## config.mk

```make
export PLATFORM = sky130hd
export DESIGN_NAME = max_pool_seq_flat
export DESIGN_NICKNAME = d
export VERILOG_FILES = /design/src/rtl/max_pool_seq_if.sv /design/src/rtl/max_pool_seq.sv /design/src/flat_wrapper.sv
export SDC_FILE = /design/constraint.sdc
export NUM_CORES = 1
export LEC_CHECK = 0
export CAP_MARGIN = 10
export CORE_MARGIN = 3
export CORE_UTILIZATION = 45
export CTS_CLUSTER_SIZE = 24
export DETAILED_ROUTE_END_ITERATION = 8
export PLACE_DENSITY = 0.71
export SYNTH_ARGS = -nofsm -noshare
export SYNTH_HDL_FRONTEND = slang
export SYNTH_SLANG_ARGS = --single-unit
```

## constraint.sdc

```tcl
create_clock -name clk -period 9.85 [get_ports clk]
set_input_delay 1.97 -clock clk [delete_from_list [all_inputs] [get_ports clk]]
set_output_delay 1.97 -clock clk [all_outputs]
set_load 0.05 [all_outputs]
```

## src/rtl/max_pool_seq_if.sv

```systemverilog
// ============================================================================
// Module : max_pool_seq_if
// Brief  : Control/address bundle between the max-pool sequencer, the layer
//          controller and the feature/result SRAMs.
// Rev    : 1.0  initial release
// ============================================================================
`default_nettype none

interface max_pool_seq_if #(
   parameter int ADDR_W = 16,
   parameter int CNT_W  = 16,
   parameter int LANES  = 32
) ();
   logic              start;
   logic [ADDR_W-1:0] src_base;
   logic [ADDR_W-1:0] dst_base;
   logic [CNT_W-1:0]  num_win;
   logic [4:0]        win_len;
   logic [LANES-1:0]  lane_mask;
   logic              hold;
   logic              busy;
   logic              done;
   logic              err;
   logic              rd_en;
   logic [ADDR_W-1:0] rd_addr;
   logic [LANES-1:0]  max_en;
   logic              max_first;
   logic              wr_en;
   logic [ADDR_W-1:0] wr_addr;

   modport master (
      output start, src_base, dst_base, num_win, win_len, lane_mask, hold,
      input  busy, done, err, rd_en, rd_addr, max_en, max_first, wr_en, wr_addr
   );

   modport slave (
      input  start, src_base, dst_base, num_win, win_len, lane_mask, hold,
      output busy, done, err, rd_en, rd_addr, max_en, max_first, wr_en, wr_addr
   );
endinterface

`default_nettype wire

```

## src/rtl/max_pool_seq.sv

```systemverilog
// ============================================================================
// Module : max_pool_seq
// Brief  : Window-by-window sequencer for the 32-lane max-pooling array:
//          issues feature reads, lane enables and result writes.
// Rev    : 1.0  initial release
// ============================================================================
`default_nettype none

module max_pool_seq #(
   parameter int ADDR_W   = 16,
   parameter int CNT_W    = 16,
   parameter int LANES    = 32,
   parameter int POOL_MAX = 16
) (
   input  wire logic     clk,
   input  wire logic     rst,
   max_pool_seq_if.slave bus
);

   localparam logic [4:0] c_pool_max = 5'(POOL_MAX);

   typedef enum logic [1:0] {
      S_IDLE  = 2'd0,
      S_READ  = 2'd1,
      S_DRAIN = 2'd2
   } state_t;

   state_t            r_state;
   state_t            w_next;

   logic [ADDR_W-1:0] r_src;
   logic [ADDR_W-1:0] r_dst;
   logic [ADDR_W-1:0] r_lin;
   logic [ADDR_W-1:0] r_wr_idx;
   logic [CNT_W-1:0]  r_num;
   logic [CNT_W-1:0]  r_win;
   logic [4:0]        r_len;
   logic [4:0]        r_elem;
   logic [LANES-1:0]  r_mask;

   // Stage 1 = enable stage, stage 2 = write stage
   logic              r_en1;
   logic              r_first1;
   logic              r_last1;
   logic              r_fin1;
   logic              r_last2;
   logic              r_fin2;
   logic              r_err;

   logic              w_bad;
   logic              w_accept;
   logic              w_reject;
   logic              w_issue;
   logic              w_busy;
   logic              w_elem_last;
   logic              w_win_last;

   assign w_bad       = (bus.win_len == 5'd0) || (bus.win_len > c_pool_max) ||
                        (bus.num_win == '0);
   assign w_elem_last = (r_elem == r_len - 5'd1);
   assign w_win_last  = (r_win == r_num - CNT_W'(1));

   always_ff @(posedge clk or posedge rst) begin
      if (rst) begin
         r_state <= S_IDLE;
      end else begin
         r_state <= w_next;
      end
   end

   always_comb begin
      w_next   = r_state;
      w_accept = 1'b0;
      w_reject = 1'b0;
      w_issue  = 1'b0;
      w_busy   = 1'b0;
      case (r_state)
         S_IDLE: begin
            if (bus.start) begin
               w_accept = !w_bad;
               w_reject = w_bad;
               if (!w_bad) begin
                  w_next = S_READ;
               end
            end
         end
         S_READ: begin
            w_busy  = 1'b1;
            w_issue = !bus.hold;
            if (w_issue && w_elem_last && w_win_last) begin
               w_next = S_DRAIN;
            end
         end
         S_DRAIN: begin
            w_busy = 1'b1;
            if (r_fin2) begin
               w_next = S_IDLE;
            end
         end
         default: begin
            w_next = S_IDLE;
         end
      endcase
   end

   always_ff @(posedge clk or posedge rst) begin
      if (rst) begin
         r_src    <= '0;
         r_dst    <= '0;
         r_lin    <= '0;
         r_wr_idx <= '0;
         r_num    <= '0;
         r_win    <= '0;
         r_len    <= '0;
         r_elem   <= '0;
         r_mask   <= '0;
         r_en1    <= 1'b0;
         r_first1 <= 1'b0;
         r_last1  <= 1'b0;
         r_fin1   <= 1'b0;
         r_last2  <= 1'b0;
         r_fin2   <= 1'b0;
         r_err    <= 1'b0;
      end else begin
         r_err <= w_reject;
         if (w_accept) begin
            r_src    <= bus.src_base;
            r_dst    <= bus.dst_base;
            r_num    <= bus.num_win;
            r_len    <= bus.win_len;
            r_mask   <= bus.lane_mask;
            r_lin    <= '0;
            r_win    <= '0;
            r_elem   <= '0;
            r_wr_idx <= '0;
         end else begin
            if (w_issue) begin
               r_lin <= r_lin + ADDR_W'(1);
               if (w_elem_last) begin
                  r_elem <= '0;
                  r_win  <= r_win + CNT_W'(1);
               end else begin
                  r_elem <= r_elem + 5'd1;
               end
            end
            if (r_last2) begin
               r_wr_idx <= r_wr_idx + ADDR_W'(1);
            end
         end
         r_en1    <= w_issue;
         r_first1 <= w_issue && (r_elem == 5'd0);
         r_last1  <= w_issue && w_elem_last;
         r_fin1   <= w_issue && w_elem_last && w_win_last;
         r_last2  <= r_last1;
         r_fin2   <= r_fin1;
      end
   end

   assign bus.busy      = w_busy;
   assign bus.err       = r_err;
   assign bus.done      = r_err | r_fin2;
   assign bus.rd_en     = w_issue;
   assign bus.rd_addr   = w_issue ? (r_src + r_lin) : '0;
   assign bus.max_en    = r_en1 ? r_mask : '0;
   assign bus.max_first = r_first1;
   assign bus.wr_en     = r_last2;
   assign bus.wr_addr   = r_last2 ? (r_dst + r_wr_idx) : '0;

endmodule

`default_nettype wire

```

## src/flat_wrapper.sv

```systemverilog
// flat-port wrapper written by rule: the top's interface ports become plain ports
module max_pool_seq_flat 
#(
   parameter int ADDR_W   = 16,
   parameter int CNT_W    = 16,
   parameter int LANES    = 32,
   parameter int POOL_MAX = 16
)
  (clk, rst, bus_start, bus_src_base, bus_dst_base, bus_num_win, bus_win_len, bus_lane_mask, bus_hold, bus_busy, bus_done, bus_err, bus_rd_en, bus_rd_addr, bus_max_en, bus_max_first, bus_wr_en, bus_wr_addr);
  max_pool_seq_if #(.ADDR_W(ADDR_W), .CNT_W(CNT_W), .LANES(LANES)) bus_i ();
  input  wire logic clk;
  input  wire logic rst;
  input wire logic [$bits(bus_i.start)-1:0] bus_start;
  input wire logic [$bits(bus_i.src_base)-1:0] bus_src_base;
  input wire logic [$bits(bus_i.dst_base)-1:0] bus_dst_base;
  input wire logic [$bits(bus_i.num_win)-1:0] bus_num_win;
  input wire logic [$bits(bus_i.win_len)-1:0] bus_win_len;
  input wire logic [$bits(bus_i.lane_mask)-1:0] bus_lane_mask;
  input wire logic [$bits(bus_i.hold)-1:0] bus_hold;
  output wire logic [$bits(bus_i.busy)-1:0] bus_busy;
  output wire logic [$bits(bus_i.done)-1:0] bus_done;
  output wire logic [$bits(bus_i.err)-1:0] bus_err;
  output wire logic [$bits(bus_i.rd_en)-1:0] bus_rd_en;
  output wire logic [$bits(bus_i.rd_addr)-1:0] bus_rd_addr;
  output wire logic [$bits(bus_i.max_en)-1:0] bus_max_en;
  output wire logic [$bits(bus_i.max_first)-1:0] bus_max_first;
  output wire logic [$bits(bus_i.wr_en)-1:0] bus_wr_en;
  output wire logic [$bits(bus_i.wr_addr)-1:0] bus_wr_addr;
  assign bus_i.start = bus_start;
  assign bus_i.src_base = bus_src_base;
  assign bus_i.dst_base = bus_dst_base;
  assign bus_i.num_win = bus_num_win;
  assign bus_i.win_len = bus_win_len;
  assign bus_i.lane_mask = bus_lane_mask;
  assign bus_i.hold = bus_hold;
  assign bus_busy = bus_i.busy;
  assign bus_done = bus_i.done;
  assign bus_err = bus_i.err;
  assign bus_rd_en = bus_i.rd_en;
  assign bus_rd_addr = bus_i.rd_addr;
  assign bus_max_en = bus_i.max_en;
  assign bus_max_first = bus_i.max_first;
  assign bus_wr_en = bus_i.wr_en;
  assign bus_wr_addr = bus_i.wr_addr;
  max_pool_seq #(.ADDR_W(ADDR_W), .CNT_W(CNT_W), .LANES(LANES), .POOL_MAX(POOL_MAX)) u_core (.clk(clk), .rst(rst), .bus(bus_i));
endmodule
```

# After elaboration in Yosys (flattened, before gate mapping)
# Index checks and enable logic that the tools add are counted.
[totals]
regBits = 147
in_bits = 89
out_inout_bits = 70
wordCells = 78
[op_classes]
add_sub_neg = 8
order_cmp = 1
n_eq_ne = 8
n_mux = 24
bitwise_logic = 1
n_reduce_logical = 19
[ops]
columns = ["op", "count"]
rows = [
  ["$mux 16", 9],
  ["$add 16x1->16 const B", 3],
  ["$add 16x16->16", 2],
  ["$mux 32", 1],
  ["$eq 16x16->1", 1],
  ["$logic_not 16->1", 1],
  ["$sub 16x1->16 const B", 1],
  ["$mux 5", 3],
  ["$logic_not 5->1", 2],
  ["$mux 2", 4],
  ["$mux 1", 6],
  ["$pmux 2 s3", 1],
  ["$reduce_bool 2->1", 3],
  ["$add 5x1->5 const B", 1],
  ["$eq 5x5->1", 1],
  ["$gt 5x5->1 const B", 1],
  ["$logic_and 1x1->1", 5],
  ["$sub 5x1->5 const B", 1],
  ["$ne 2x1->1 const B", 2],
  ["$ne 2x2->1 const B", 2],
  ["$reduce_and 4->1", 1],
  ["$eq 2x1->1 const B", 1],
  ["$eq 2x2->1 const B", 1],
  ["$logic_not 1->1", 2],
  ["other kinds (5)", 6],
]

# Depth between registers and ports, before layout
# Gate-level depths: netlist of run 1.
[depth]
depth_word = 8
depth_mapped = 12

# Least setup slack after synthesis of run 1
# Ideal clock, no wire load.
[synth_path]
path_kind = "input port to output port"
startpoint = "input port bus_hold"
endpoint = "output port bus_rd_addr[0]"
arrival_time_ps = 3585
setup_slack_ps = 4295
path_stages = 5
n_path_buf = 2
path_cell_list = "nand2b_1 clkbuf_1 inv_1 buf_1 and2_1"
[synth_between]
elab_chain_cells = 3
[synth_rtl]
columns = ["item", "line_no", "text"]
rows = [
  ["from (decl)", "flat_wrapper.sv:19", "input wire logic [$bits(bus_i.hold)-1:0] bus_hold;"],
  ["$logic_not 1->1", "max_pool_seq.sv:89", "w_issue = !bus.hold;"],
  ["$mux 1", "max_pool_seq.sv:77", "case (r_state)"],
  ["via bus_rd_en", "flat_wrapper.sv:23", "output wire logic [$bits(bus_i.rd_en)-1:0] bus_rd_en;"],
  ["$mux 16", "max_pool_seq.sv:163", "assign bus.rd_addr = w_issue ? (r_src + r_lin) : '0;"],
  ["to (decl)", "flat_wrapper.sv:24", "output wire logic [$bits(bus_i.rd_addr)-1:0] bus_rd_addr;"],
]
# The timed path passes the listed nets, and every way through them passes these cells.

# Worst setup path in the final report of run 1
[layout_path]
startpoint = "input port bus_hold"
endpoint = "output port bus_rd_addr[1]"
[layout_between]
elab_chain_cells = 3
[layout_rtl]
columns = ["item", "line_no"]
rows = [
  ["$logic_not 1->1", "max_pool_seq.sv:89"],
  ["$mux 1", "max_pool_seq.sv:77"],
  ["$mux 16", "max_pool_seq.sv:163"],
]
# Every way passes these cells.

==> results of run 1 <==
stage by stage:
step / utilization / total power, mW / std cells / setup WS [ps]
after global routing: 0.592 / 2.81 / 1356 / 3060
after detailed placement: 0.559 / 1.96 / 1326 / 3160
after global placement: 0.559 / 1.94 / 1326 / 3150
after CTS: 0.592 / 2.63 / 1356 / 3180
after floorplan: - / 1.68 / 974 / 3930
final: 0.592 / 2.61 / 1356 / 3200
registers in the layout, indices dropped and copies added (netlist names), 2 cells and up:
register / cells
u_core.r_len: 5
u_core.r_src: 16
u_core.r_win: 16
u_core.r_num: 16
u_core.r_elem: 5
u_core.r_wr_idx: 16
u_core.r_lin: 16
u_core.r_mask: 32
u_core.r_dst: 16
u_core.r_state: 2
worst paths after layout:
check	startpoint	to	slack, ps	cells after the start
setup reg to reg	u_core.r_len[0]$_DFFE_PP0P_	u_core.r_state[0]$_DFFE_PP0P_	6310	9
setup / recovery	bus_hold	bus_rd_addr[1]	3200	5
hold / removal	u_core.r_fin1$_DFF_PP0_	u_core.r_fin2$_DFF_PP0_	350	0
max in group asynchronous	rst	u_core.bus.max_first$_DFF_PP0_	6400	3
min in group asynchronous	rst	u_core.r_dst[1]$_DFFE_PP0P_	2030	2
hold reg to reg	u_core.r_fin1$_DFF_PP0_	u_core.r_fin2$_DFF_PP0_	350	0
critical path: cells and delay by family:
family                 cells  cell delay [ps]
buffers and inverters      3             1710
and+or+nand+nor            2              990
layer usage:
layer / part of all wire / global-route usage
met1: 0.47 / 0.269
met2: 0.46 / 0.314
met3: 0.055 / 0.0531
met4: 0.0069 / 0.0465
met5: 0 / 0
cells in the final DEF (no fill, tap or decap), drive strengths merged, types with 6 or more instances in the layout:
cell type and instances:
dfrtp 147, and2 49, clkdlybuf4s50 158, xnor2 34, nor4 8, nand3 26
nand2 285, a21oi 24, nor2 77, o21a 6, nand2b 16, xor2 54
clkbuf 18, o21ai 22, or3 7, a21o 8, and3 16, inv 21
ha 42, nand4 14, nor3 17
cell families (layout without fill, tap and decap cells):
kind of cell / Yosys count / count (layout) / share of synthesized area
XOR/XNOR: 88 / 88 / 0.0919
AO/OA/AOI/OAI: 95 / 95 / 0.0753
adder cells (fa/ha/maj): 44 / 44 / 0.0674
buffers and inverters: 57 / 210 / 0.0270
multiplexers: 7 / 7 / 0.00865
AND/OR/NAND/NOR: 536 / 536 / 0.291
flip-flops: 147 / 147 / 0.438
report_power, final:
part / switching [mW] / internal (mW) / total, mW
Clock: 0.256 / 0.404 / 0.659
Combinational: 0.583 / 0.408 / 0.992
Sequential: 0.164 / 0.791 / 0.954
Total: 1.00 / 1.60 / 2.61
cell type report:
| class | instances | area share |
|---|---|---|
| multi-input combinational | 770 | 0.419 |
| sequential | 147 | 0.342 |
| timing repair buffer | 161 | 0.149 |
| clock buffer | 18 | 0.0409 |
| tap | 229 | 0.0267 |
| clock inverter | 12 | 0.0147 |
| inverter | 19 | 0.00710 |
==> impl_metrics.csv, run 1 <==
group,metric,value,unit
run_status,status,"completed",
die,die_h,143,um
timing,holdWs,349,ps
worst_setup_path,startpoint_type,"input pin",
placed_design,place_area,10100,um^2
die,core,18100,um^2
global_route,grt_remaining_overflow,0,
routing,antenna_left,0,
clocking,post_cts_buffers,0,
worst_setup_path,slowest_stage,"clkdlybuf4s50_1",
synthesis,ys_top_cells_by_count,"nand2_1, dfrtp_1, nor2_1",
synthesis,synth_top_area_frac,0.438,
final_layout,fillCellCount,1621,
routing,drtIter0Drc,311,
synthesis,synth_seq_cells,147,
synthesis,synthFlopType,"dfrtp_1",
worst_setup_path,critPathCaptureType,"output pin",
worst_hold_path,hp-class,"flip-flop to flip-flop",
clocking,clock-sinks,147,
final_layout,seqCellArea,3680,um^2
routing,routed_wl,19100,um
clocking,cts_buffers,17,
power,peakVddDrop,0.157,mV
synthesis,synth_top_cell_by_area,"dfrtp_1",
placed_design,gp_congestion,0.838,
final_layout,drive_gt1_frac,0.0453,
clocking,cts.repair.resized,0,
worst_setup_path,worstPathCellList,"clkdlybuf4s50_1 -> nand2b_1 -> inv_1 -> and2_1 -> clkdlybuf4s50_1",
timing,relSlewSlack,0.354,
synthesis,syn-cell-area,8390,um^2
clocking,cts_tree,"built",
die,ios,159,
synthesis,async_flop_share,1.00,
final_layout,stdcell_area,10700,um^2
timing,fin_crit,6650,ps
synthesis,synthCells,974,
die,row_count,49,
timing,drv_slew,0,
clocking,clock_latency,410,ps
global_route,grt_pass1_vias,6810,
routing,wl_per_cell,14.1,um
placed_design,place_hpwl,13100,um
die,die_w,143,um
synthesis,ys_warn_count,0,
global_route,antenna_found_initial,0,
clocking,clock-root-buffer,"clkbuf_16",
final_layout,antennaDiodeCount,0,
clocking,hold_buffers,0,
worst_setup_path,critical_path_class,"input pin to output pin",
flow_run,cap_violations,0,
routing,first_pass_iters,4,
timing,finalSetupViolCount,0,
synthesis,avgSynthCellArea,8.61,um^2
timing,fmax,0.150,GHz
timing,worst_pin_slew,969,ps
synthesis,netlist-cell-type-count,61,
final_layout,area_delta_synth_final,28.1,%
timing,rsz0062_at_grt,"no",
worst_setup_path,crit_required,7880,ps
synthesis,seq_area_frac_synth,0.438,
die,initial_core_util,0.462,
global_route,grt.total_usage,0.197,
clocking,path_clk_slew,60,ps
power,leakagePower,5.12,nW
worst_setup_path,critPathMaxStageDelay,710,ps
synthesis,synth.net_count,1107,
timing,finClkSkew,8.41,ps
synthesis,synth_area_leaders,"dfrtp_1, nand2_1, ha_1",
worst_setup_path,crit_fanout,18,
routing,drc,0,
final_layout,multi_input_area,4500,um^2
worst_setup_path,worstPathArrival,4680,ps
timing,hold_viol,0,
placed_design,portBuffers,158,
synthesis,synth_edf_count,0,
clocking,clk_path_buf_depth,2,
timing,finalSetupTns,0,ps
global_route,grt_pass1_wl,33000,um
routing,vias,6901,
final_layout,nets,1249,
global_route,grt_max_degree,84,
routing,viasPerCell,5.09,
power,p_per_area,243,nW/um^2
synthesis,yosysMostFrequentCell,"nand2_1",
worst_setup_path,cp_common_cell,"clkdlybuf4s50_1",
die,design.die.area,20300,um^2
clocking,h-tree-depth,4,
timing,period_share,0.676,
No activity file was read; power rests on OpenSTA's default activity.
==> run 2: changes to the inputs <==
==> constraint.sdc (replaced) <==
create_clock -name clk -period 6.7 [get_ports clk]
set_input_delay 1.34 -clock clk [delete_from_list [all_inputs] [get_ports clk]]
set_output_delay 1.34 -clock clk [all_outputs]
set_load 0.05 [all_outputs]
==> impl_metrics.csv, run 2 (synthesis results as in run 1) <==
group,metric,value,unit
timing,worst_pin_slew,1090,ps
clocking,path_clk_slew,60,ps
clocking,cts.repair.resized,0,
routing,routed_wl,19000,um
timing,finClkSkew,8.32,ps
global_route,grt_pass1_vias,6768,
run_status,status,"completed",
clocking,clock_latency,420,ps
worst_setup_path,slowest_stage,"clkdlybuf4s50_1",
worst_setup_path,critical_path_class,"flip-flop to output pin",
worst_setup_path,crit_required,5360,ps
final_layout,final_core_util,0.592,
placed_design,gp_congestion,0.820,
power,finalPower,3.80,mW
routing,first_pass_iters,6,
worst_setup_path,rrSetupSlack,3170,ps
clocking,hold_buffers,0,
worst_setup_path,startpoint_type,"flip-flop",
global_route,antenna_found_initial,0,
global_route,grt_remaining_overflow,0,
worst_setup_path,worstPathCellList,"ha_1 -> fa_1 -> a21o_1 -> a221oi_1 -> a21oi_1 -> or2_2 -> a221oi_1 -> o21ai_0 -> xnor2_1 -> nor2_1 -> clkdlybuf4s50_1",
die,initial_core_util,0.462,
worst_setup_path,cp_top_family,"compound AO/OA/AOI/OAI gates",
global_route,grt.total_usage,0.197,
worst_hold_path,min_from,"u_core.r_last1$_DFF_PP0_",
worst_hold_path,min_to,"u_core.bus.wr_en$_DFF_PP0_",
global_route,grt_max_degree,89,
worst_setup_path,reg2reg_depth,9,
routing,vias,6882,
die,design.die.area,20300,um^2
clocking,h-tree-depth,4,
worst_setup_path,r2r_start,"u_core.r_len[0]$_DFFE_PP0P_",
final_layout,nets,1250,
final_layout,final_common_cell,"nand2_1",
clocking,post_cts_buffers,0,
final_layout,largest_reg_flops,32,
routing,drc,0,
placed_design,portBuffers,158,
worst_setup_path,critPathMaxStageDelay,800,ps
power,leakagePower,5.11,nW
timing,drv_slew,0,
die,die_w,143,um
clocking,clock-root-buffer,"clkbuf_16",
global_route,grt_pass1_wl,32700,um
routing,antenna_left,0,
final_layout,largest-register,"u_core.r_mask",
final_layout,multi_input_area,4500,um^2
placed_design,place_hpwl,13200,um
timing,finalSetupViolCount,0,
die,ios,159,
die,row_count,49,
worst_setup_path,worstPathArrival,4100,ps
routing,wl_per_cell,14.0,um
timing,fmax,0.184,GHz
die,core,18100,um^2
routing,viasPerCell,5.06,
worst_setup_path,critPathCaptureType,"output pin",
flow_run,cap_violations,0,
worst_setup_path,cp_common_cell,"a221oi_1",
worst_hold_path,hp-class,"flip-flop to flip-flop",
clocking,cts_buffers,17,
final_layout,area_delta_synth_final,28.0,%
final_layout,fillCellCount,1629,
worst_setup_path,path_buf_inv,1,
worst_setup_path,r2r-end,"u_core.r_state[1]$_DFFE_PP0P_",
routing,drtIter0Drc,413,
clocking,clock-sinks,147,
timing,period_share,0.813,
clocking,clk_path_buf_depth,2,
timing,fin_crit,5440,ps
die,die_h,143,um
worst_hold_path,whs_path_depth,0,
timing,hold_viol,0,
final_layout,seqCellArea,3680,um^2
timing,relSlewSlack,0.274,
timing,rsz0062_at_grt,"no",
worst_setup_path,crit_fanout,4,
final_layout,layout_common_cells,"nand2_1, clkdlybuf4s50_1, dfrtp_1",
clocking,cts_tree,"built",
final_layout,antennaDiodeCount,0,
power,p_per_area,354,nW/um^2
power,peakVddDrop,0.202,mV
timing,finalSetupTns,0,ps
final_layout,drive_gt1_frac,0.0478,
## run 2: area by class of cell
type | instances | area share
multi-input cells | 770 | 0.419
flip-flops and latches | 147 | 0.343
repair buffers | 162 | 0.150
clock buffers | 17 | 0.0396
well taps | 229 | 0.0267
clock inverters | 15 | 0.0147
inverters | 19 | 0.00711
## run 2: per-layer routing
| metal | global-route usage | up-vias | wire length (um) |
|---|---|---|---|
| met3 | 0.0635 | 13 | 990 |
| met4 | 0.0425 | 0 | 159 |
| met2 | 0.311 | 130 | 8770 |
| li1 | - | 3514 | - |
| met1 | 0.267 | 3225 | 9100 |
| met5 | 0 | - | 0 |
## run 2: how the worst max path moves through the flow
stage,from,endpoint,depth (start not counted)
after floorplan,rst,u_core.bus.err$_DFF_PP0_,1
after global placement,u_core.r_lin[0]$_DFFE_PP0P_,bus_rd_addr[14],11
after detailed placement,u_core.r_lin[0]$_DFFE_PP0P_,bus_rd_addr[14],11
after CTS,u_core.r_lin[0]$_DFFE_PP0P_,bus_rd_addr[14],11
after global routing,u_core.r_lin[0]$_DFFE_PP0P_,bus_rd_addr[14],11
final,u_core.r_lin[0]$_DFFE_PP0P_,bus_rd_addr[14],11
## run 2: metrics by stage
stage	cells	cell area, um^2	hold slack [ps]	worst slack [ps]
floorplan	974	8390	331	1410
global placement	1327	10200	333	1720
detailed placement	1327	10200	345	1680
CTS	1359	10700	351	1200
global route	1359	10700	358	862
finish	1359	10700	349	1260
## run 2: where the power goes
part	internal, mW	switching (mW)	leakage, nW
Sequential	1.16	0.241	1.91
Combinational	0.604	0.854	2.92
Clock	0.552	0.389	0.276
Total	2.32	1.48	5.11
==> run 3: changes to the inputs <==
==> constraint.sdc (replaced) <==
create_clock -name clk -period 5.1 [get_ports clk]
set_input_delay 1.02 -clock clk [delete_from_list [all_inputs] [get_ports clk]]
set_output_delay 1.02 -clock clk [all_outputs]
set_load 0.05 [all_outputs]
==> impl_metrics.csv, run 3 (synthesis results as in run 1) <==
group,metric,value,unit
routing,vias,6914,
global_route,grt_pass1_vias,6763,
clocking,clock-sinks,147,
worst_hold_path,hp-class,"flip-flop to flip-flop",
timing,worst_pin_slew,867,ps
timing,hold_viol,0,
worst_setup_path,crit_required,4080,ps
final_layout,fillCellCount,1625,
die,ios,159,
timing,finalSetupViolCount,0,
final_layout,largest_reg_flops,32,
routing,wl_per_cell,14.1,um
die,design.die.area,20300,um^2
power,leakagePower,5.20,nW
worst_setup_path,rrSetupSlack,1530,ps
timing,relSlewSlack,0.407,
flow_run,cap_violations,0,
timing,drv_slew,0,
routing,routed_wl,19100,um
timing,rsz0062_at_grt,"no",
timing,fin_crit,4880,ps
placed_design,gp_congestion,0.843,
worst_setup_path,critPathCaptureType,"output pin",
die,core,18100,um^2
worst_setup_path,r2r_start,"u_core.r_len[0]$_DFFE_PP0P_",
placed_design,portBuffers,158,
global_route,grt.total_usage,0.197,
final_layout,antennaDiodeCount,0,
die,die_h,143,um
die,die_w,143,um
placed_design,place_area,10200,um^2
clocking,clock-root-buffer,"clkbuf_16",
final_layout,final_common_cell,"nand2_1",
clocking,cts_buffers,17,
timing,finalSetupTns,0,ps
clocking,hold_buffers,0,
worst_setup_path,reg2reg_depth,9,
clocking,h-tree-depth,4,
worst_hold_path,min_to,"u_core.bus.wr_en$_DFF_PP0_",
final_layout,nets,1251,
timing,finClkSkew,10.9,ps
worst_setup_path,crit_path_start,"u_core.r_lin[0]$_DFFE_PP0P_",
routing,antenna_left,0,
global_route,grt_max_degree,77,
worst_setup_path,startpoint_type,"flip-flop",
timing,period_share,0.957,
clocking,clk_path_buf_depth,2,
global_route,grt_remaining_overflow,0,
worst_setup_path,worstPathArrival,3860,ps
final_layout,stdcell_area,10900,um^2
global_route,antenna_found_initial,0,
final_layout,area_delta_synth_final,29.4,%
clocking,cts_tree,"built",
die,initial_core_util,0.462,
run_status,status,"completed",
worst_hold_path,whs_path_depth,0,
final_layout,drive_gt1_frac,0.0460,
clocking,path_clk_slew,60,ps
global_route,grt_pass1_wl,32900,um
power,p_per_area,477,nW/um^2
routing,drc,0,
routing,drtIter0Drc,289,
clocking,clock_latency,410,ps
die,row_count,49,
routing,first_pass_iters,4,
final_layout,layout_common_cells,"nand2_1, clkdlybuf4s50_1, dfrtp_1",
worst_hold_path,min_from,"u_core.r_last1$_DFF_PP0_",
worst_setup_path,critical_path_class,"flip-flop to output pin",
timing,holdWs,346,ps
routing,viasPerCell,5.09,
final_layout,final_core_util,0.598,
final_layout,largest-register,"u_core.r_mask",
worst_setup_path,r2r-end,"u_core.r_state[0]$_DFFE_PP0P_",
placed_design,place_hpwl,13300,um
timing,fmax,0.205,GHz
worst_setup_path,crit_fanout,4,
power,peakVddDrop,0.240,mV
==> run 3: metal layers <==
metal	routed length, um	global-route usage	vias up
li1	-	-	3520
met1	9170	0.272	3263
met2	8870	0.313	122
met3	998	0.0578	9
met4	95	0.0400	0
met5	0	0	-
==> run 3: cell type report <==
cell class                 count  area, um^2  share of cell area
clock buffer                  19         433              0.0399
clock inverter                12         229              0.0211
inverter                      19        76.3             0.00703
multi-input combinational    770        4500               0.415
sequential                   147        3680               0.339
tap                          229         287              0.0264
timing repair buffer         163        1650               0.152
==> run 3: how the worst max path moves through the flow <==
stage	slack, ps	end	depth (start not counted)
after floorplan	130	u_core.bus.err$_DFF_PP0_	1
after global placement	430	bus_rd_addr[14]	11
after detailed placement	350	bus_rd_addr[14]	11
after CTS	30	bus_wr_addr[14]	11
after global routing	9	bus_rd_addr[14]	11
final	220	bus_rd_addr[14]	11
==> run 3: power breakdown <==
group	switching, mW	total [mW]	internal (mW)
clock network	0.494	1.41	0.919
logic	1.13	1.93	0.798
registers	0.312	1.84	1.53
total	1.94	5.18	3.24
==> run 3: per-stage QoR <==
step	cells	power (mW)	setup slack [ps]
floorplan	974	3.24	129
global placement	1328	3.75	428
detailed placement	1328	3.80	353
CTS	1359	5.25	29.2
global route	1359	5.57	8.78
finish	1359	5.18	217
==> run 3: timing repair <==
action                     4_1_cts  5_1_grt
resized for setup                1        2
setup endpoints to repair        1        2
buffers inserted                 0        0
==> run 3: worst max-delay path, stage by stage (launching register included) <==
cell	delay, ps
dfrtp_1	420
ha_1	240
fa_1	410
a21o_1	210
a221oi_1	420
a21oi_1	140
or2_2	320
a221oi_1	360
o21ai_0	180
xnor2_1	140
nor2_1	70
dlygate4sd2_1	530
==> RTL change, RTL diff (config.mk and constraints of run 2) <==
`LANES` is set to 32 in 3 places; all go to 48.
--- a/src/rtl/max_pool_seq_if.sv
+++ b/src/rtl/max_pool_seq_if.sv
@@ -9,7 +9,7 @@
 interface max_pool_seq_if #(
    parameter int ADDR_W = 16,
    parameter int CNT_W  = 16,
-   parameter int LANES  = 32
+   parameter int LANES  = 48
 ) ();
    logic              start;
    logic [ADDR_W-1:0] src_base;
--- a/src/rtl/max_pool_seq.sv
+++ b/src/rtl/max_pool_seq.sv
@@ -9,7 +9,7 @@
 module max_pool_seq #(
    parameter int ADDR_W   = 16,
    parameter int CNT_W    = 16,
-   parameter int LANES    = 32,
+   parameter int LANES    = 48,
    parameter int POOL_MAX = 16
 ) (
    input  wire logic     clk,
--- a/src/flat_wrapper.sv
+++ b/src/flat_wrapper.sv
@@ -3,7 +3,7 @@
 #(
    parameter int ADDR_W   = 16,
    parameter int CNT_W    = 16,
-   parameter int LANES    = 32,
+   parameter int LANES    = 48,
    parameter int POOL_MAX = 16
 )
   (clk, rst, bus_start, bus_src_base, bus_dst_base, bus_num_win, bus_win_len, bus_lane_mask, bus_hold, bus_busy, bus_done, bus_err, bus_rd_en, bus_rd_addr, bus_max_en, bus_max_first, bus_wr_en, bus_wr_addr);
Ports: changed (resized bus_lane_mask and bus_max_en); port bits go from 159 to 191. No check against the original RTL was run, so the function may have changed too.
==> RTL change against run 2 <==
  * Utilization up 1.4 points
  * Setup slack improved by 0.27 ns
  * Synthesized area grew 7.3%
  * Design area grew 10%
  * Sequential cell count up 16
  * Wire length rose by 5.0%
  * Power rose by 21%
  * Final cell count down 2.7%
  * Critical endpoint is now bus_wr_addr[14]
==> RTL change: results <==
group,metric,value,unit
grt,grt_max_degree,63,
synthesis,synth-seq-area-share,0.453,
clocking,cts_root_buf,"clkbuf_16",
synthesis,yosys-top-cells-area,"dfrtp_1 45%, mux2_2 12%, ha_1 5.8%, xnor2_1 5.3%, and2_1 4.3%",
critical_path,r2r_end,"u_core.r_state[0]$_DFFE_PP0P_",
finish,final_cells,1322,
placed_design,dpl-instance-area,11200,sq um
grt,grt_use_total,0.187,
pwr,power_density,387,nW/um^2
finish,finalNetCount,1193,
pwr,p_leak,5.07,nW
grt,grt_pass1_wl,33.2,mm
critical_path,rr_startpoint,"u_core.r_num[0]$_DFFE_PP0P_",
synthesis,ys_types,57,
synthesis,syn_nets,1009,
placed_design,gp_congestion,0.771,
clocking,clk_pin_slew_worst_paths,0.07,ns
timing,max_slew.worst_pin.slew,0.697,ns
critical_path,r2r_slack,3.79,ns
synthesis,synth_async_sr_flop_share,1.00,
placed_design,dp_hpwl,14.2,mm
run_status,status,"completed",
placed_design,place_ws,1.89,ns
finish,nFillCells,1686,
critical_path,arrival,3.84,ns
detailed_routing,drt_drc_violations_left,0,
critical_path,cp-startpoint,"u_core.r_wr_idx[0]$_DFFE_PP0P_",
synthesis,avgSynthCellArea,10.5,sq um
detailed_routing,drtIter0Drc,247,
placed_design,portBuffers,190,
synthesis,ys_top_cells_by_count,"163 x dfrtp_1, 96 x mux2_2, 80 x nor2_1",
finish,drive_gt1_frac,0.136,
timing,timing.hold.ws,0.346,ns
pwr,vdd_drop_max,0.243,mV
detailed_routing,vias_per_cell,5.12,
min_path,hp-start,"u_core.r_fin1$_DFF_PP0_",
finish,largest_reg_flops,48,
grt,grt_pass1_vias,6969,
detailed_routing,first_pass_iters,4,
detailed_routing,routedWlPerCell,15.1,microns
timing,clock_skew,0.0107,ns
min_path,hold_path_end,"u_core.r_fin2$_DFF_PP0_",
## RTL change: changes by cell type after synthesis, sizes merged, moves of 10 or more
cell	run 2	this run
and2	49	63
and3	16	6
dfrtp	147	163
mux2	2	98
nand2	285	47
o21ai	22	33
xnor2	34	54
xor2	54	41
## RTL change: how the worst max path moves through the flow
| stage | slack (ns) | cells past startpoint | endpoint |
|---|---|---|---|
| finish | 1.52 | 11 | bus_wr_addr[14] |
| global route | 1.27 | 11 | bus_wr_addr[14] |
| CTS | 1.51 | 11 | bus_wr_addr[14] |
| detailed placement | 1.89 | 6 | bus_rd_addr[1] |
| global placement | 1.90 | 6 | bus_rd_addr[0] |
| floorplan | 0.96 | 1 | u_core.bus.err$_DFF_PP0_ |
## RTL change: logic make-up (layout without fill, tap and decap cells)
group	count (synthesis)	count (layout)	share of synthesized area
flip-flops	163	163	0.453
buffers and inverters	58	255	0.0253
AO/OA/AOI/OAI	98	98	0.0671
XOR/XNOR	95	95	0.0924
multiplexers	99	99	0.124
adder cells (fa/ha/maj)	44	44	0.0628
AND/OR/NAND/NOR	303	303	0.176
## RTL change: cell type report
cell class                      count  share of cell area
Sequential cell                   163               0.344
Clock inverter                     14              0.0218
Clock buffer                       18              0.0362
Inverter                           26             0.00865
Tap cell                          265              0.0280
Multi-Input combinational cell    639               0.397
Timing Repair Buffer              197               0.165
## RTL change: power by group
group	leakage (nW)	internal (W)	switching, W
registers	2.06	0.00133	0.000274
logic	2.67	0.000868	0.000973
clock network	0.334	0.000736	0.000405
total	5.07	0.00294	0.00165
## RTL change: routing by layer
layer,up-vias,wire (microns),global-route usage
li1,3332,-,-
met1,3264,8980,0.242
met2,166,9330,0.302
met3,12,1520,0.0702
met4,0,138,0.0405
met5,-,0,0
